### config.mk
export PLATFORM = sky130hd
export DESIGN_NAME = event_arbiter
export DESIGN_NICKNAME = d
export VERILOG_FILES = /design/src/rtl/event_arbiter_pkg.sv /design/src/rtl/event_arbiter_rr_arbiter.sv /design/src/rtl/event_arbiter.sv
export SDC_FILE = /design/constraint.sdc
export NUM_CORES = 2
export LEC_CHECK = 0
export ABC_CLOCK_PERIOD_IN_PS = 4110
export CAP_MARGIN = 20
export CORE_MARGIN = 2
export CORE_UTILIZATION = 25
export CTS_CLUSTER_SIZE = 25
export DETAILED_ROUTE_END_ITERATION = 6
export HOLD_SLACK_MARGIN = 0.15
export SLEW_MARGIN = 20
export SYNTH_ARGS = -nofsm -noshare
export SYNTH_HDL_FRONTEND = slang
export SYNTH_SLANG_ARGS = --single-unit
### constraint.sdc
create_clock -name clk -period 4.11 [get_ports clk]
set_input_delay 0.411 -clock clk [delete_from_list [all_inputs] [get_ports clk]]
set_output_delay 0.411 -clock clk [all_outputs]
set_load 0.005 [all_outputs]
### src/rtl/event_arbiter_pkg.sv
// -----------------------------------------------------------------------------
// event_arbiter_pkg
//   Shared definitions for the event arbiter: default flag bit positions,
//   the per-channel counter type encoding and the event class enumeration.
//   The class enumeration uses the same encoding as the counter types, so a
//   class value can directly select its counter.
// -----------------------------------------------------------------------------
package event_arbiter_pkg;

    localparam int SGL_FLAG_OFFSET_DEF = 122;
    localparam int CMD_FLAG_OFFSET_DEF = 115;

    // Counter type select encoding (value 3 on the select reads as 0)
    localparam logic [1:0] CNT_SGL = 2'd0;
    localparam logic [1:0] CNT_TT  = 2'd1;
    localparam logic [1:0] CNT_CMD = 2'd2;
    localparam int         NUM_CNT = 3;

    typedef enum logic [1:0] {
        EV_SGL = CNT_SGL,
        EV_TT  = CNT_TT,
        EV_CMD = CNT_CMD
    } ev_class_e;

    // The singles flag wins over the command flag.
    function automatic ev_class_e classify(input logic sgl_flag, input logic cmd_flag);
        if (sgl_flag)      return EV_SGL;
        else if (cmd_flag) return EV_CMD;
        else               return EV_TT;
    endfunction

endpackage

### src/rtl/event_arbiter_rr_arbiter.sv
// -----------------------------------------------------------------------------
// rr_arbiter
//   Round-robin arbiter with an internal pointer. Grants the lowest requesting
//   index at or cyclically after the pointer. On advance the pointer moves to
//   one past the granted index; otherwise it holds.
//   Ports:
//     clk, rst    clock, asynchronous active-low reset (pointer -> 0)
//     req         per-index request
//     advance     the current grant was consumed this cycle
//     grant       one-hot grant (all zero when nothing requests)
//     grant_idx   binary index of the grant
// -----------------------------------------------------------------------------
module rr_arbiter #(
    parameter int N = 4
) (
    input  logic                 clk,
    input  logic                 rst,
    input  logic [N-1:0]         req,
    input  logic                 advance,
    output logic [N-1:0]         grant,
    output logic [$clog2(N)-1:0] grant_idx
);

    localparam int IW = $clog2(N);

    logic [IW-1:0] ptr_q, ptr_d;
    logic          found;

    always_comb begin
        grant     = '0;
        grant_idx = '0;
        found     = 1'b0;
        for (int k = 0; k < N; k++) begin
            int idx;
            idx = int'(ptr_q) + k;
            if (idx >= N) idx = idx - N;
            if (!found && req[idx]) begin
                found          = 1'b1;
                grant[idx]     = 1'b1;
                grant_idx      = IW'(idx);
            end
        end
    end

    always_comb begin
        ptr_d = ptr_q;
        if (advance) ptr_d = (grant_idx == IW'(N-1)) ? '0 : grant_idx + 1'b1;
    end

    always_ff @(posedge clk or negedge rst) begin
        if (!rst) ptr_q <= '0;
        else      ptr_q <= ptr_d;
    end

endmodule

### src/rtl/event_arbiter.sv
// -----------------------------------------------------------------------------
// event_arbiter
//   Merges NCH frontend event streams. Each word is classified by its flag
//   bits: singles and timetag words are data and are merged round-robin into
//   one registered output stream; command words are routed to a per-channel
//   registered command stream (low CMD_LEN bits). Three saturating counters
//   per channel count accepted singles/timetag/command words.
//   Ports:
//     clk, rst              clock, asynchronous active-low reset
//     in_valid/ready/data   per-channel input streams (channel i at i*LENGTH)
//     out_valid/ready/data  merged data stream, out_chan = source channel
//     cmd_valid/ready/data  per-channel command streams (channel i at i*CMD_LEN)
//     cnt_chan, cnt_type    counter select (type 3 reads 0)
//     cnt_load              per-type clear of the selected channel's counters
//     cnt_value             selected counter, combinational
// -----------------------------------------------------------------------------
module event_arbiter
    import event_arbiter_pkg::*;
#(
    parameter int NCH             = 4,
    parameter int LENGTH          = 128,
    parameter int CMD_LEN         = 32,
    parameter int CNT_WIDTH       = 48,
    parameter int SGL_FLAG_OFFSET = SGL_FLAG_OFFSET_DEF,
    parameter int CMD_FLAG_OFFSET = CMD_FLAG_OFFSET_DEF
) (
    input  logic                   clk,
    input  logic                   rst,
    input  logic [NCH-1:0]         in_valid,
    output logic [NCH-1:0]         in_ready,
    input  logic [NCH*LENGTH-1:0]  in_data,
    output logic                   out_valid,
    input  logic                   out_ready,
    output logic [LENGTH-1:0]      out_data,
    output logic [$clog2(NCH)-1:0] out_chan,
    output logic [NCH-1:0]         cmd_valid,
    input  logic [NCH-1:0]         cmd_ready,
    output logic [NCH*CMD_LEN-1:0] cmd_data,
    input  logic [$clog2(NCH)-1:0] cnt_chan,
    input  logic [1:0]             cnt_type,
    input  logic [2:0]             cnt_load,
    output logic [CNT_WIDTH-1:0]   cnt_value
);

    localparam int CW = $clog2(NCH);

    logic [NCH-1:0][LENGTH-1:0] word;
    logic [NCH-1:0]             is_cmd, data_req, grant, accept;
    logic [NCH-1:0][2:0]        inc;
    logic [CW-1:0]              grant_idx;
    logic                       free, data_hs;
    logic [LENGTH-1:0]          sel_word;

    logic                               out_valid_q, out_valid_d;
    logic [LENGTH-1:0]                  out_data_q, out_data_d;
    logic [CW-1:0]                      out_chan_q, out_chan_d;
    logic [NCH-1:0]                     cmd_valid_q, cmd_valid_d;
    logic [NCH-1:0][CMD_LEN-1:0]        cmd_data_q, cmd_data_d;
    logic [NCH-1:0][NUM_CNT-1:0][CNT_WIDTH-1:0] cnt_q, cnt_d;

    assign free = ~out_valid_q | out_ready;

    genvar i;
    for (i = 0; i < NCH; i++) begin : g_ch
        ev_class_e cls;
        assign word[i]     = in_data[i*LENGTH +: LENGTH];
        assign cls         = classify(word[i][SGL_FLAG_OFFSET], word[i][CMD_FLAG_OFFSET]);
        assign is_cmd[i]   = (cls == EV_CMD);
        assign data_req[i] = in_valid[i] & ~is_cmd[i];
        // Gated by rst so nothing is accepted while reset is held.
        assign in_ready[i] = rst & (is_cmd[i] ? ~cmd_valid_q[i] : (grant[i] & free));
        assign accept[i]   = in_valid[i] & in_ready[i];
        // Class encoding equals counter index, so a shift picks the counter.
        assign inc[i]      = {2'b00, accept[i]} << cls;
    end

    assign data_hs = |(accept & ~is_cmd);

    rr_arbiter #(.N(NCH)) u_rr (
        .clk       (clk),
        .rst       (rst),
        .req       (data_req),
        .advance   (data_hs),
        .grant     (grant),
        .grant_idx (grant_idx)
    );

    always_comb begin
        sel_word = '0;
        for (int c = 0; c < NCH; c++) if (grant[c]) sel_word = word[c];
    end

    // Output register: loads only when free, so it holds while stalled.
    always_comb begin
        out_valid_d = out_valid_q;
        out_data_d  = out_data_q;
        out_chan_d  = out_chan_q;
        if (free) begin
            out_valid_d = data_hs;
            if (data_hs) begin
                out_data_d = sel_word;
                out_chan_d = grant_idx;
            end
        end
    end

    always_comb begin
        cmd_valid_d = cmd_valid_q;
        cmd_data_d  = cmd_data_q;
        for (int c = 0; c < NCH; c++) begin
            cmd_valid_d[c] = (cmd_valid_q[c] & ~cmd_ready[c]) | (accept[c] & is_cmd[c]);
            if (accept[c] && is_cmd[c]) cmd_data_d[c] = word[c][CMD_LEN-1:0];
        end
    end

    // Saturating counters; a load overrides a same-cycle increment.
    always_comb begin
        cnt_d = cnt_q;
        for (int c = 0; c < NCH; c++) begin
            for (int k = 0; k < NUM_CNT; k++) begin
                if (inc[c][k] && cnt_q[c][k] != '1) cnt_d[c][k] = cnt_q[c][k] + 1'b1;
                if (cnt_load[k] && cnt_chan == CW'(c)) cnt_d[c][k] = '0;
            end
        end
    end

    always_comb begin
        cnt_value = '0;
        for (int c = 0; c < NCH; c++)
            for (int k = 0; k < NUM_CNT; k++)
                if (cnt_chan == CW'(c) && cnt_type == 2'(k)) cnt_value = cnt_q[c][k];
    end

    always_ff @(posedge clk or negedge rst) begin
        if (!rst) begin
            out_valid_q <= 1'b0;
            out_data_q  <= '0;
            out_chan_q  <= '0;
            cmd_valid_q <= '0;
            cmd_data_q  <= '0;
            cnt_q       <= '0;
        end else begin
            out_valid_q <= out_valid_d;
            out_data_q  <= out_data_d;
            out_chan_q  <= out_chan_d;
            cmd_valid_q <= cmd_valid_d;
            cmd_data_q  <= cmd_data_d;
            cnt_q       <= cnt_d;
        end
    end

    assign out_valid = out_valid_q;
    assign out_data  = out_data_q;
    assign out_chan  = out_chan_q;
    assign cmd_valid = cmd_valid_q;
    assign cmd_data  = cmd_data_q;

endmodule

==> flow_summary.yaml <==
outcome:
  status: "finished with violations"
  violations: "design-rule violations"
job:
  maxCapViolCount: 0
global_route:
  antenna_found_initial: 49
  grt_max_degree: 158
  grt_pass1_vias: 48810
  grt_use_total_pct: 27.04
  grt_pass1_wl_um: 384100
  grt_overflow: 0
placed_design:
  dp_hpwl_um: 219300
  gp_congestion: 1.100
  port_buffers: 844
  dp_slack_ns: -0.08683
  place_inst: 9120
  place_area_um2: 62130
power:
  power_frac_clock_pct: 25.3
  sw_frac_of_total_pct: 43.91
  internal-power_mw: 23.28
  vdd_drop_max_v: 0.0005174
  p_leak_nw: 26.30
  power_mw: 41.50
  switching_power_mw: 18.22
  p_comb_share_pct: 48.7
  p_per_area_nw_per_um2: 626.5
  seqPwrFrac_pct: 25.9
floorplanning:
  dieArea_um2: 197300
  start_util_pct: 25.15
  num_rows: 161
  die_y_um: 444.2
  die-width_um: 444.2
  core_area_um2: 192600
  ios: 845
timing:
  final_max_slew_viol_count: 0
  worst_slew_pin_slew_ns: 1.059
  setup_tns_ns: 0
  whs_ns: 0.2145
  finalHoldViolations: 0
  fin_crit_ns: 4.076
  skew_ns: 0.02985
  finalSetupViolCount: 0
  rsz0062_at_grt: "yes"
  fmax_mhz: 245.3
  max_slew_margin_pct: 29.43
  period_share_pct: 99.18
  worst_slack_ns: 0.03366
synth:
  yosys_warnings: 0
  synth-async-reset-ratio_pct: 100.0
  synth_top_cells_by_count: "841 x dfrtp_1, 781 x nand2_1, 458 x a21oi_1"
  synth_area_per_cell_um2: 8.361
  synth_top_area_cell: "dfrtp_1"
  synth_edf_count: 0
  synth_nets: 6344
  synth_area_leaders: "dfrtp_1 43%, nand2_1 6.1%, a21oi_1 4.7%"
  synth.distinct_cells: 84
  synth_seq_cells: 841
  synth.most_common_cell: "dfrtp_1"
  syn_inst: 5793
  netlist_area_um2: 48440
  synth_top_area_share_pct: 43.45
  synth_flop_cell: "dfrtp_1"
  yosysSeqAreaShare_pct: 43.45
setup_path:
  crit_buf_inv: 5
  required_ns: 3.70
  critPathMaxFanout: 13
  cpPeakStageDelay_ns: 0.64
  critPathLaunchType: "primary input"
  path_class: "in2out"
  crit_slowest_cell: "a222oi_1"
  cp_cell_sequence: "clkdlybuf4s50_1 -> nand2b_1 -> nor3_2 -> buf_12 -> buf_4 -> a222oi_1 -> a31oi_1 -> a21oi_1 -> buf_4 -> a31oi_1 -> clkdlybuf4s50_1"
  crit_family: "buffers and inverters"
  endpoint_kind: "output port"
  cp.arrival_ns: 3.67
detailed_routing:
  dr.pass1.iters: 7
  wl_per_cell_um: 29.66
  postRouteAntennaNets: 0
  drc: 18
  route.vias.total: 52580
  drt_wl_total_um: 277300
  drt_iter0_markers: 7393
  post_drt_via_cell_ratio: 5.622
cells_and_area:
  fill_cells: 19890
  final_cells: 9352
  layout-drive-gt1-share_pct: 10.24
  utilization_pct: 34.40
  fin_nets: 7257
  area_delta_synth_final_pct: 36.75
  fin_area_um2: 66240
clock_network:
  cts_root_buf: "clkbuf_16"
  clock_latency_ns: 0.75
  cts_tree: "yes"
  cts_max_path_buffers: 3
  clkSlewWorstSetupHoldPaths_ns: 0.06
  htree_levels: 3
  cts_buffers: 103
  clock_sinks: 841
worst_hold_path:
  min_path_type: "in2reg"
power by group through the flow:
stage / Combinational, mW / Clock (mW) / Sequential, mW
final: 20.2 / 10.5 / 10.8
after global routing: 21.1 / 11.0 / 10.8
after CTS: 19.8 / 10.6 / 10.7
after detailed placement: 19.6 / 0 / 10.8
after global placement: 19.7 / 0 / 10.8
after floorplan: 8.57 / 0 / 10.1
cell type report:
cell class                      instances  area, um^2  area share, %
Inverter                               87       326.6         0.4930
Timing Repair Buffer                 1222       12060          18.20
Clock buffer                          142        3018          4.556
Antenna cell                           31       77.57         0.1171
Sequential cell                       841       21050          31.77
Multi-Input combinational cell       4451       25710          38.82
Tap cell                             2526        3161          4.771
Clock inverter                         52       844.6          1.275
layout by cell type (no fill, tap or decap), drive strengths merged, types with 55 or more instances in the layout:
master           n
clkbuf         142
a21oi          458
dfrtp          841
nand2          781
and4            55
a21o           128
nand4          167
a22oi           87
nor3           216
nand3          383
buf            379
o31ai           67
or3            189
and3            82
nor4            84
xnor2          146
a222oi          66
inv             91
xor2           112
nor2           439
clkdlybuf4s50  840
o21ai          354
a31oi          186
or4            102
state kept, by name, summed over array words and instances (netlist names):
signal,flops
cmd_data,128
cmd_valid,4
cnt_q,576
out_chan,2
out_data,128
out_valid,1
u_rr.ptr_q,2
worst register-to-register path: stages, from the launching register on:
cell,delay [ns]
dfrtp_1,0.40
buf_6,0.17
nand2b_1,0.19
a211oi_1,0.30
o211ai_1,0.23
o21ai_2,0.25
buf_4,0.19
o2bb2ai_4,0.12
buf_4,0.14
buf_4,0.50
nand4_1,0.33
buf_12,0.24
or4_1,0.42
a21oi_1,0.16
per-layer routing:
layer	track usage (%)	share of wire, %
met5	0	0.033
met3	7.524	11
met4	9.545	3.7
met1	37.72	43
met2	39.77	43
final timing paths:
path	slack, ns	depth (start not counted)	end	startpoint
worst max-delay path	0.03	11	cnt_value[10]	cnt_chan[1]
worst min register to register	0.48	2	cmd_data[64]	cmd_data[64]
worst max register to register	0.44	13	cnt_q[382]	u_rr.ptr_q[0]
worst min-delay path	0.21	3	cmd_data[88]	in_data[280]
max in group asynchronous	2.27	4	cmd_data[42]	rst
min in group asynchronous	0.47	3	cnt_q[422]	rst
timing repair:
| item | CTS | global route |
|---|---|---|
| endpoints found under the setup margin | 5 | 13 |
| hold buffers | 2 | 0 |
| buffers inserted | 1 | 3 |
| endpoints found under the hold margin | 141 | 0 |
| gates resized for setup | 7 | 14 |
| pin swaps | 2 | 4 |
cells by family (layout without fill, tap and decap cells):
family | Yosys count | after routing | synth area share, %
buf+inv | 501 | 1503 | 4.074
mux | 52 | 52 | 1.227
simple gates | 2621 | 2621 | 26.70
xor+xnor | 258 | 258 | 4.665
other cells | 0 | 31 | 0
fa+ha+maj | 21 | 21 | 0.5424
flops | 841 | 841 | 43.45
compound gates | 1499 | 1499 | 19.34
Power figures use the tool's default switching activity.
